## config.mk

```make
export PLATFORM = sky130hd
export DESIGN_NAME = peripheral_mpram_wb_master
export DESIGN_NICKNAME = d
export VERILOG_FILES = /design/src/rtl/peripheral_mpram_wb_master.sv
export SDC_FILE = /design/constraint.sdc
export NUM_CORES = 1
export LEC_CHECK = 0
export CAP_MARGIN = 20
export CORE_MARGIN = 4
export CORE_UTILIZATION = 40
export CTS_CLUSTER_DIAMETER = 150
export DETAILED_ROUTE_END_ITERATION = 12
export PLACE_DENSITY = 0.83
export SLEW_MARGIN = 20
export SYNTH_ARGS = -nofsm -noshare
export SYNTH_HDL_FRONTEND = slang
export SYNTH_SLANG_ARGS = --single-unit
```

## constraint.sdc

```tcl
create_clock -name wb_clk_i -period 4.51 [get_ports wb_clk_i]
set_input_delay 1.1275 -clock wb_clk_i [delete_from_list [all_inputs] [get_ports wb_clk_i]]
set_output_delay 1.1275 -clock wb_clk_i [all_outputs]
set_load 0.01 [all_outputs]
```

## src/rtl/peripheral_mpram_wb_master.sv

```systemverilog
// Wishbone burst initiator: turns one command (1..16 beats, fixed select) into
// incrementing classic-cycle beats with burst tags, a per-beat timeout and a done/err pulse.
module peripheral_mpram_wb_master #(
  parameter int DW      = 32,
  parameter int AW      = 8,
  parameter int TIMEOUT = 255
) (
  input  logic          wb_clk_i,
  input  logic          wb_rst_i,
  // Command side
  input  logic          cmd_valid_i,
  output logic          cmd_ready_o,
  input  logic          cmd_we_i,
  input  logic [AW-1:0] cmd_adr_i,
  input  logic [3:0]    cmd_len_i,
  input  logic [3:0]    cmd_sel_i,
  // Write beat stream
  input  logic [DW-1:0] wdat_i,
  input  logic          wdat_valid_i,
  output logic          wdat_ready_o,
  // Read beat stream and completion
  output logic [DW-1:0] rdat_o,
  output logic          rdat_valid_o,
  output logic          done_o,
  output logic          err_o,
  // Wishbone initiator
  output logic [AW-1:0] wb_adr_o,
  output logic [DW-1:0] wb_dat_o,
  output logic [3:0]    wb_sel_o,
  output logic          wb_we_o,
  output logic [1:0]    wb_bte_o,
  output logic [2:0]    wb_cti_o,
  output logic          wb_cyc_o,
  output logic          wb_stb_o,
  input  logic [DW-1:0] wb_dat_i,
  input  logic          wb_ack_i,
  input  logic          wb_err_i,
  // Current FSM state for debug/observation
  output logic [1:0]    dbg_state_o
);

  // Handshakes: a command transfers on a rising edge where cmd_valid_i and
  // cmd_ready_o are both high, a write beat where wdat_valid_i and wdat_ready_o
  // are both high; rdat_valid_o and done_o are single-cycle strobes with no
  // backpressure. Both ready outputs are registered.

  typedef enum logic [1:0] {
    S_IDLE     = 2'd0,
    S_WFILL    = 2'd1,
    S_ACTIVE   = 2'd2,
    S_COMPLETE = 2'd3
  } state_t;

  localparam int            TW       = (TIMEOUT < 2) ? 1 : $clog2(TIMEOUT);
  localparam logic [TW-1:0] TMO_LAST = TW'(TIMEOUT - 1);
  localparam logic [2:0]    CTI_INC  = 3'b010;
  localparam logic [2:0]    CTI_END  = 3'b111;

  state_t        r_state;
  logic          r_cmd_ready;
  logic          r_wdat_ready;
  logic [DW-1:0] r_rdat;
  logic          r_rdat_valid;
  logic          r_done;
  logic          r_err;
  logic [AW-1:0] r_adr;
  logic [DW-1:0] r_dat;
  logic [3:0]    r_sel;
  logic          r_we;
  logic [2:0]    r_cti;
  logic          r_cyc;
  logic          r_stb;
  logic [3:0]    r_len;
  logic [3:0]    r_beat;
  logic [TW-1:0] r_tmo;

  logic w_ack;
  logic w_fault;
  logic w_last;

  // Responses only count while a strobe is out; ack together with err is an error.
  assign w_ack   = r_stb & wb_ack_i & ~wb_err_i;
  assign w_fault = r_stb & (wb_err_i | (~wb_ack_i & (r_tmo == TMO_LAST)));
  assign w_last  = (r_beat == r_len);

  always_ff @(posedge wb_clk_i) begin
    if (!wb_rst_i) begin
      r_state      <= S_IDLE;
      r_cmd_ready  <= 1'b0;
      r_wdat_ready <= 1'b0;
      r_rdat       <= '0;
      r_rdat_valid <= 1'b0;
      r_done       <= 1'b0;
      r_err        <= 1'b0;
      r_adr        <= '0;
      r_dat        <= '0;
      r_sel        <= 4'h0;
      r_we         <= 1'b0;
      r_cti        <= 3'b000;
      r_cyc        <= 1'b0;
      r_stb        <= 1'b0;
      r_len        <= 4'd0;
      r_beat       <= 4'd0;
      r_tmo        <= '0;
    end else begin
      r_rdat_valid <= 1'b0;
      r_done       <= 1'b0;
      r_err        <= 1'b0;
      case (r_state)
        S_IDLE: begin
          r_cmd_ready <= 1'b1;
          if (cmd_valid_i && r_cmd_ready) begin
            r_cmd_ready <= 1'b0;
            r_we        <= cmd_we_i;
            r_adr       <= cmd_adr_i;
            r_len       <= cmd_len_i;
            r_sel       <= cmd_sel_i;
            r_beat      <= 4'd0;
            r_cti       <= (cmd_len_i == 4'd0) ? CTI_END : CTI_INC;
            r_cyc       <= 1'b1;
            r_tmo       <= '0;
            if (cmd_we_i) begin
              r_wdat_ready <= 1'b1;
              r_state      <= S_WFILL;
            end else begin
              r_stb   <= 1'b1;
              r_state <= S_ACTIVE;
            end
          end
        end
        S_WFILL: begin
          if (wdat_valid_i && r_wdat_ready) begin
            r_dat        <= wdat_i;
            r_wdat_ready <= 1'b0;
            r_stb        <= 1'b1;
            r_tmo        <= '0;
            r_state      <= S_ACTIVE;
          end
        end
        S_ACTIVE: begin
          if (w_fault) begin
            r_cyc   <= 1'b0;
            r_stb   <= 1'b0;
            r_done  <= 1'b1;
            r_err   <= 1'b1;
            r_state <= S_COMPLETE;
          end else if (w_ack) begin
            if (!r_we) begin
              r_rdat       <= wb_dat_i;
              r_rdat_valid <= 1'b1;
            end
            if (w_last) begin
              r_cyc   <= 1'b0;
              r_stb   <= 1'b0;
              r_done  <= 1'b1;
              r_state <= S_COMPLETE;
            end else begin
              r_adr  <= r_adr + 1'b1;
              r_beat <= r_beat + 4'd1;
              r_cti  <= ((r_beat + 4'd1) == r_len) ? CTI_END : CTI_INC;
              r_tmo  <= '0;
              if (r_we) begin
                r_stb        <= 1'b0;
                r_wdat_ready <= 1'b1;
                r_state      <= S_WFILL;
              end
            end
          end else if (r_stb) begin
            r_tmo <= r_tmo + 1'b1;
          end
        end
        S_COMPLETE: begin
          // COMPLETE has cyc low, which guarantees an idle bus cycle between bursts.
          r_cmd_ready <= 1'b1;
          r_state     <= S_IDLE;
        end
        default: r_state <= S_IDLE;
      endcase
    end
  end

  assign cmd_ready_o  = r_cmd_ready;
  assign wdat_ready_o = r_wdat_ready;
  assign rdat_o       = r_rdat;
  assign rdat_valid_o = r_rdat_valid;
  assign done_o       = r_done;
  assign err_o        = r_err;
  assign wb_adr_o     = r_adr;
  assign wb_dat_o     = r_dat;
  assign wb_sel_o     = r_sel;
  assign wb_we_o      = r_we;
  assign wb_bte_o     = 2'b00;
  assign wb_cti_o     = r_cti;
  assign wb_cyc_o     = r_cyc;
  assign wb_stb_o     = r_stb;
  assign dbg_state_o  = r_state;

endmodule
```

==> results.json, run 1 <==
{
  "postRouteAntennaNets": 0,
  "rsz0062_at_grt": "false",
  "fmax_mhz": 340.8,
  "ys_ff_latch": 104,
  "ys_dominant_reg_cell": "dfxtp_1",
  "cellLeakagePower_nw": 2.240,
  "dp_hpwl_um": 9732,
  "gp_congestion": 0.8275,
  "drt-pass1-iter-count": 4,
  "rows": 38,
  "crit_path_end_kind": "register",
  "synth_xor_xnor_area_share": 0.01368,
  "nets": 812,
  "diodes": 0,
  "crit_start": "cmd_valid_i",
  "hp-class": "reg -> reg",
  "period_share": 0.6507,
  "vias": 4480,
  "grt_pass1_wl_um": 20640,
  "post_synth_fa_ha_maj_area_fraction": 0.02233,
  "pin_count": 178,
  "fin_area_sq_mm": 0.006545,
  "die_x_um": 113.9,
  "ys_types": 61,
  "synthMuxAreaShare": 0.009213,
  "drt-total-wl_um": 13090,
  "r2r_start": "dbg_state_o[0]",
  "setup_violations": 0,
  "cp.arrival_ns": 3.19,
  "die_h_um": 113.9,
  "yosys.area.top_type": "dfxtp_1",
  "cts.sinks": 104,
  "synth_top_family_by_area": "simple AND/OR/NAND/NOR gates",
  "antenna_found_initial": 0,
  "layout_min_cycle_time_ns": 2.935,
  "wl_per_cell_um": 15.19,
  "seq_area_frac_synth": 0.4645,
  "hold_start": "rdat_o[31]",
  "powerDensity_mw_per_mm2": 430.4,
  "cts_tree": "yes",
  "detailed_place.area_sq_mm": 0.006297,
  "fin_setup_tns_ns": 0,
  "grt_max_degree": 58,
  "final_hold_viol_count": 0,
  "yosysWarnings": 0,
  "drv_cap": 0,
  "syn_area_per_cell_sq_um": 7.975,
  "synthArstFlopShare": 0,
  "worstPathRequired_ns": 4.76,
  "grt_use_met1": 0.2326,
  "worstSetupPathType": "in -> reg",
  "slew_viol_final": 0,
  "cp-start-kind": "primary input",
  "outcome": "finished clean",
  "start_util": 0.4116,
  "drc": 0,
  "port_buffers": 175,
  "max-clock-path-buffers": 2,
  "yosysTopAreaCellShare": 0.4645,
  "drive_above_1_share": 0.05956,
  "numCtsBuffers": 9,
  "synthCells": 562,
  "core_sq_mm": 0.01089,
  "synth-compound-area-share": 0.1993,
  "synth-simple-area-share": 0.2440,
  "dieArea_sq_mm": 0.01296,
  "postCtsResizedCells": 0,
  "clkSlewWorstSetupHoldPaths_ns": 0.10,
  "met3_usage": 0.05146,
  "synthTopCellsByArea": "dfxtp_1 46%, nand2_1 14%, a21oi_1 9.7%",
  "grt-busiest-layer": "met2",
  "skew_ns": 0.01566,
  "vias_per_cell": 5.197,
  "grt_usage": 0.1944,
  "grt_pass1_vias": 4390,
  "overflow": 0,
  "worst_slew_pin_slew_ns": 0.7458,
  "use_met2": 0.3302,
  "slew_headroom": 0.5001,
  "cts_setup_buffers": 0,
  "area_growth_pct": 46.04,
  "drt-initial-drc-count": 260,
  "timing.hold.ws_ns": 0.4557,
  "vdd_drop_max_uv": 208.0,
  "root_buffer": "clkbuf_8",
  "clk_latency_ns": 0.37,
  "syn_area_sq_mm": 0.004482,
  "htree_levels": 3,
  "cp_max_fo": 6,
  "hold_buffers": 0,
  "total_power_w": 0.002817,
  "synth-edff-count": 0
}
## synthesized netlist by cell type (all sizes together) (4+ instances only)
| master | number |
|---|---|
| and3 | 4 |
| o21ai | 18 |
| a21oi | 92 |
| inv | 9 |
| nor2 | 18 |
| nand2 | 174 |
| nor2b | 5 |
| or3 | 4 |
| buf | 12 |
| nor3 | 6 |
| nor4 | 4 |
| nand3 | 10 |
| dfxtp | 104 |
| clkbuf | 26 |
| nand4 | 5 |
| a31oi | 6 |
| ha | 8 |
| xor2 | 5 |
## power breakdown
part / internal [W] / switching, W
Combinational: 0.000457 / 0.000572
Clock: 0.000370 / 0.000322
Sequential: 0.00101 / 0.0000897
## registers in the layout (all words and copies together), names as in the netlist
register      cells
rdat_o           32
wb_dat_o         32
r_tmo             8
wb_adr_o          8
r_beat            4
r_len             4
wb_sel_o          4
dbg_state_o       2
wb_cti_o          2
cmd_ready_o       1
done_o            1
err_o             1
rdat_valid_o      1
wb_cyc_o          1
wb_stb_o          1
wb_we_o           1
wdat_ready_o      1
## final timing paths
path	cells after the start	to	slack, ns
setup reg to reg	8	rdat_o[5]	1.81
setup / recovery	6	r_tmo[4]	1.58
hold reg to reg	2	rdat_o[31]	0.46
hold / removal	2	rdat_o[31]	0.46
## final cells by class
class / instances / area, sq um
clock buffer: 9 / 123.9
fill: 933 / 4343
multi-input combinational: 412 / 2208
clock inverter: 7 / 117.6
tap: 140 / 175.2
sequential: 104 / 2082
inverter: 9 / 33.78
timing repair buffer: 181 / 1804
## stage by stage
step,utilization,worst slack (ns),instances
6_report,0.6011,1.576,862
5_1_grt,0.6011,1.482,862
4_1_cts,0.6006,1.599,862
3_5_place_dp,0.5784,1.208,846
2_1_floorplan,-,2.001,563
3_3_place_gp,0.5770,1.153,845
## placed cells by master (no fill, tap or decap), types with 8 or more instances in the layout
cell type and count:
ha_1 8, nand3_1 9, dfxtp_1 104, a21oi_1 87, nand2_1 173, o21ai_0 9, inv_1 8, nor2_1 18
clkbuf_8 9, clkdlybuf4s50_1 175
## cells by family after synthesis
logic type,after synthesis
flip-flops,104
XOR/XNOR,7
multiplexers,4
AO/OA/AOI/OAI,144
AND/OR/NAND/NOR,247
buffers and inverters,47
adder cells (fa/ha/maj),8
other,1
## metal layers
layer,wire (um),vias up
met2,6472,166
met1,5360,2073
met4,349,0
li1,-,2213
met3,911,28
met5,0,-
## worst max-delay path, cell delays in order
cell and delay [ns]:
clkdlybuf4s50_1 0.54, a21boi_1 0.17, or3_1 0.55, a221oi_4 0.32, nand4_1 0.15, mux2_1 0.33
Power figures use the tool's default switching activity.
==> run 2: changes to the inputs <==
==> constraint.sdc (replaced) <==
create_clock -name wb_clk_i -period 2.75 [get_ports wb_clk_i]
set_input_delay 0.6875 -clock wb_clk_i [delete_from_list [all_inputs] [get_ports wb_clk_i]]
set_output_delay 0.6875 -clock wb_clk_i [all_outputs]
set_load 0.01 [all_outputs]
==> run 2 against run 1 <==
Clock power increased by 40%; setup slack got worse by 1.2 ns; wire length down 0.29%; global-route usage down 0.11 points; via count increased by 2.3%; non-clock buffer count is 11 higher; critical path depth up 2; worst hold slack improved by 0.0038 ns; power up 61%; critical endpoint is now r_tmo[6].
==> results.json, run 2 (synthesis gave the netlist of run 1 again) <==
{
  "max-clock-path-buffers": 2,
  "drt-pass1-iter-count": 5,
  "nets": 823,
  "worstSetupPathType": "reg -> reg",
  "cts_tree": "yes",
  "layout_common_cells": "175 x clkdlybuf4s50_1, 173 x nand2_1, 104 x dfxtp_1",
  "cpMostUsedCell": "a31oi_1",
  "r2r_setup_slack_ns": 0.36,
  "cp_max_fo": 11,
  "diodes": 0,
  "slew_headroom": 0.5756,
  "dieArea_sq_mm": 0.01296,
  "skew_ns": 0.01229,
  "grt_pass1_wl_um": 20720,
  "fin_setup_tns_ns": 0,
  "worst_slew_pin_slew_ns": 0.6350,
  "pin_count": 178,
  "fmax_mhz": 418.8,
  "outcome": "finished clean",
  "wl_per_cell_um": 14.95,
  "dp_hpwl_um": 9779,
  "cp.arrival_ns": 2.67,
  "final_common_cell": "clkdlybuf4s50_1",
  "start_util": 0.4116,
  "hold_buffers": 0,
  "cts.sinks": 104,
  "drive_above_1_share": 0.06958,
  "final_hold_viol_count": 0,
  "r2r_cells": 8,
  "vias_per_cell": 5.250,
  "clk_latency_ns": 0.36,
  "postRouteAntennaNets": 0,
  "period_share": 0.8683,
  "critical_path_buf_inv_count": 2,
  "port_buffers": 175,
  "postCtsResizedCells": 0,
  "rows": 38,
  "max_stage_delay_ns": 0.44,
  "drv_cap": 0,
  "grt_usage": 0.1933,
  "hold_start": "wb_dat_o[8]",
  "hp-class": "reg -> reg",
  "vdd_drop_max_uv": 442.9,
  "powerDensity_mw_per_mm2": 690.8,
  "r2r_start": "dbg_state_o[1]",
  "crit_path_end_kind": "register",
  "vias": 4583,
  "cellLeakagePower_nw": 2.269,
  "setup_violations": 0,
  "drc": 0,
  "die_x_um": 113.9,
  "slew_viol_final": 0,
  "overflow": 0,
  "cts_setup_buffers": 0,
  "grt_max_degree": 34,
  "crit-reg2reg-capture": "r_tmo[6]",
  "area_growth_pct": 46.96,
  "core_sq_mm": 0.01089,
  "critPathTopFamily": "simple AND/OR/NAND/NOR gates",
  "antenna_found_initial": 0,
  "grt_pass1_vias": 4393,
  "worstPathRequired_ns": 3.03,
  "root_buffer": "clkbuf_8",
  "crit_chain": "inv_1 > ha_1 > a21boi_1 > or3_1 > buf_4 > nor4_4 > a31oi_1 > a31oi_1",
  "hold_end": "wb_dat_o[8]",
  "drt-total-wl_um": 13060,
  "layout_min_cycle_time_ns": 2.388,
  "cp-start-kind": "register",
  "rsz0062_at_grt": "false",
  "numCtsBuffers": 9,
  "timing.hold.ws_ns": 0.4595,
  "drt-initial-drc-count": 314,
  "htree_levels": 3,
  "gp_congestion": 0.8752,
  "cp_slowest_cell": "or3_1",
  "die_h_um": 113.9,
  "whs_path_depth": 2,
  "clkSlewWorstSetupHoldPaths_ns": 0.10
}
==> run 2: cell count changes in the layout (fill, tap and decap cells not counted), sizes merged <==
cell / before / now
clkbuf: 9 / 10
bufinv: 3 / 1
inv: 10 / 12
clkinvlp: 0 / 2
clkinv: 3 / 0
buf: 6 / 17
==> run 2: final cells by class <==
cell class,instances,area [sq um]
Fill cell,955,4302
Multi-Input combinational cell,412,2202
Sequential cell,104,2082
Timing Repair Buffer,192,1892
Tap cell,140,175.2
Clock buffer,10,127.6
Clock inverter,6,73.82
Inverter,9,33.78
==> run 2: worst max-delay path by stage <==
stage,endpoint,slack [ns],from,depth (start not counted)
2_1_floorplan,r_tmo[4],0.61,dbg_state_o[0],8
3_3_place_gp,r_tmo[6],0.11,cmd_valid_i,7
3_5_place_dp,r_tmo[6],0.03,cmd_valid_i,7
4_1_cts,r_tmo[6],0.38,dbg_state_o[1],8
5_1_grt,r_tmo[6],0.19,dbg_state_o[1],8
6_report,r_tmo[6],0.36,dbg_state_o[1],8
==> run 2: metal layers <==
layer	vias up	wire [um]	GRT usage
met3	26	1037	0.05782
met5	-	0	0
met2	177	6542	0.3365
met1	2147	5137	0.2256
li1	2233	-	-
met4	0	338	0.06809
==> run 2: per-stage QoR <==
stage / worst slack [ns] / cell area (sq um) / std cells / total power [W] / util
6_report: 0.3622 / 6586 / 873 / 0.004550 / 0.6049
5_1_grt: 0.1937 / 6586 / 873 / 0.004834 / 0.6049
4_1_cts: 0.3794 / 6586 / 873 / 0.004582 / 0.6049
3_5_place_dp: 0.02774 / 6385 / 857 / 0.003603 / 0.5864
3_3_place_gp: 0.1124 / 6385 / 857 / 0.003545 / 0.5864
2_1_floorplan: 0.6069 / 4486 / 563 / 0.002934 / -
==> run 2: worst register-to-register path, cell delays in order, from the launching register on <==
cell and delay (ns):
dfxtp_1 0.43, inv_1 0.09, ha_1 0.30, a21boi_1 0.22
or3_1 0.44, buf_4 0.19, nor4_4 0.36, a31oi_1 0.14
a31oi_1 0.15
==> run 2: power breakdown <==
group | internal, W | switching [W]
logic | 0.000833 | 0.000944
registers | 0.00165 | 0.000150
clock network | 0.000435 | 0.000536
==> run 3: changes to the inputs <==
--- a/config.mk
+++ b/config.mk
@@ -5,11 +5,13 @@
 export SDC_FILE = /design/constraint.sdc
 export NUM_CORES = 1
 export LEC_CHECK = 0
+export ABC_CLOCK_PERIOD_IN_PS = 2750
 export CAP_MARGIN = 20
 export CORE_MARGIN = 4
 export CORE_UTILIZATION = 40
 export CTS_CLUSTER_DIAMETER = 150
 export DETAILED_ROUTE_END_ITERATION = 12
+export HOLD_SLACK_MARGIN = 0.12
 export PLACE_DENSITY = 0.83
 export SLEW_MARGIN = 20
 export SYNTH_ARGS = -nofsm -noshare
==> results of run 3 <==
Final layout, timing and power as in run 2 (identical DEF).
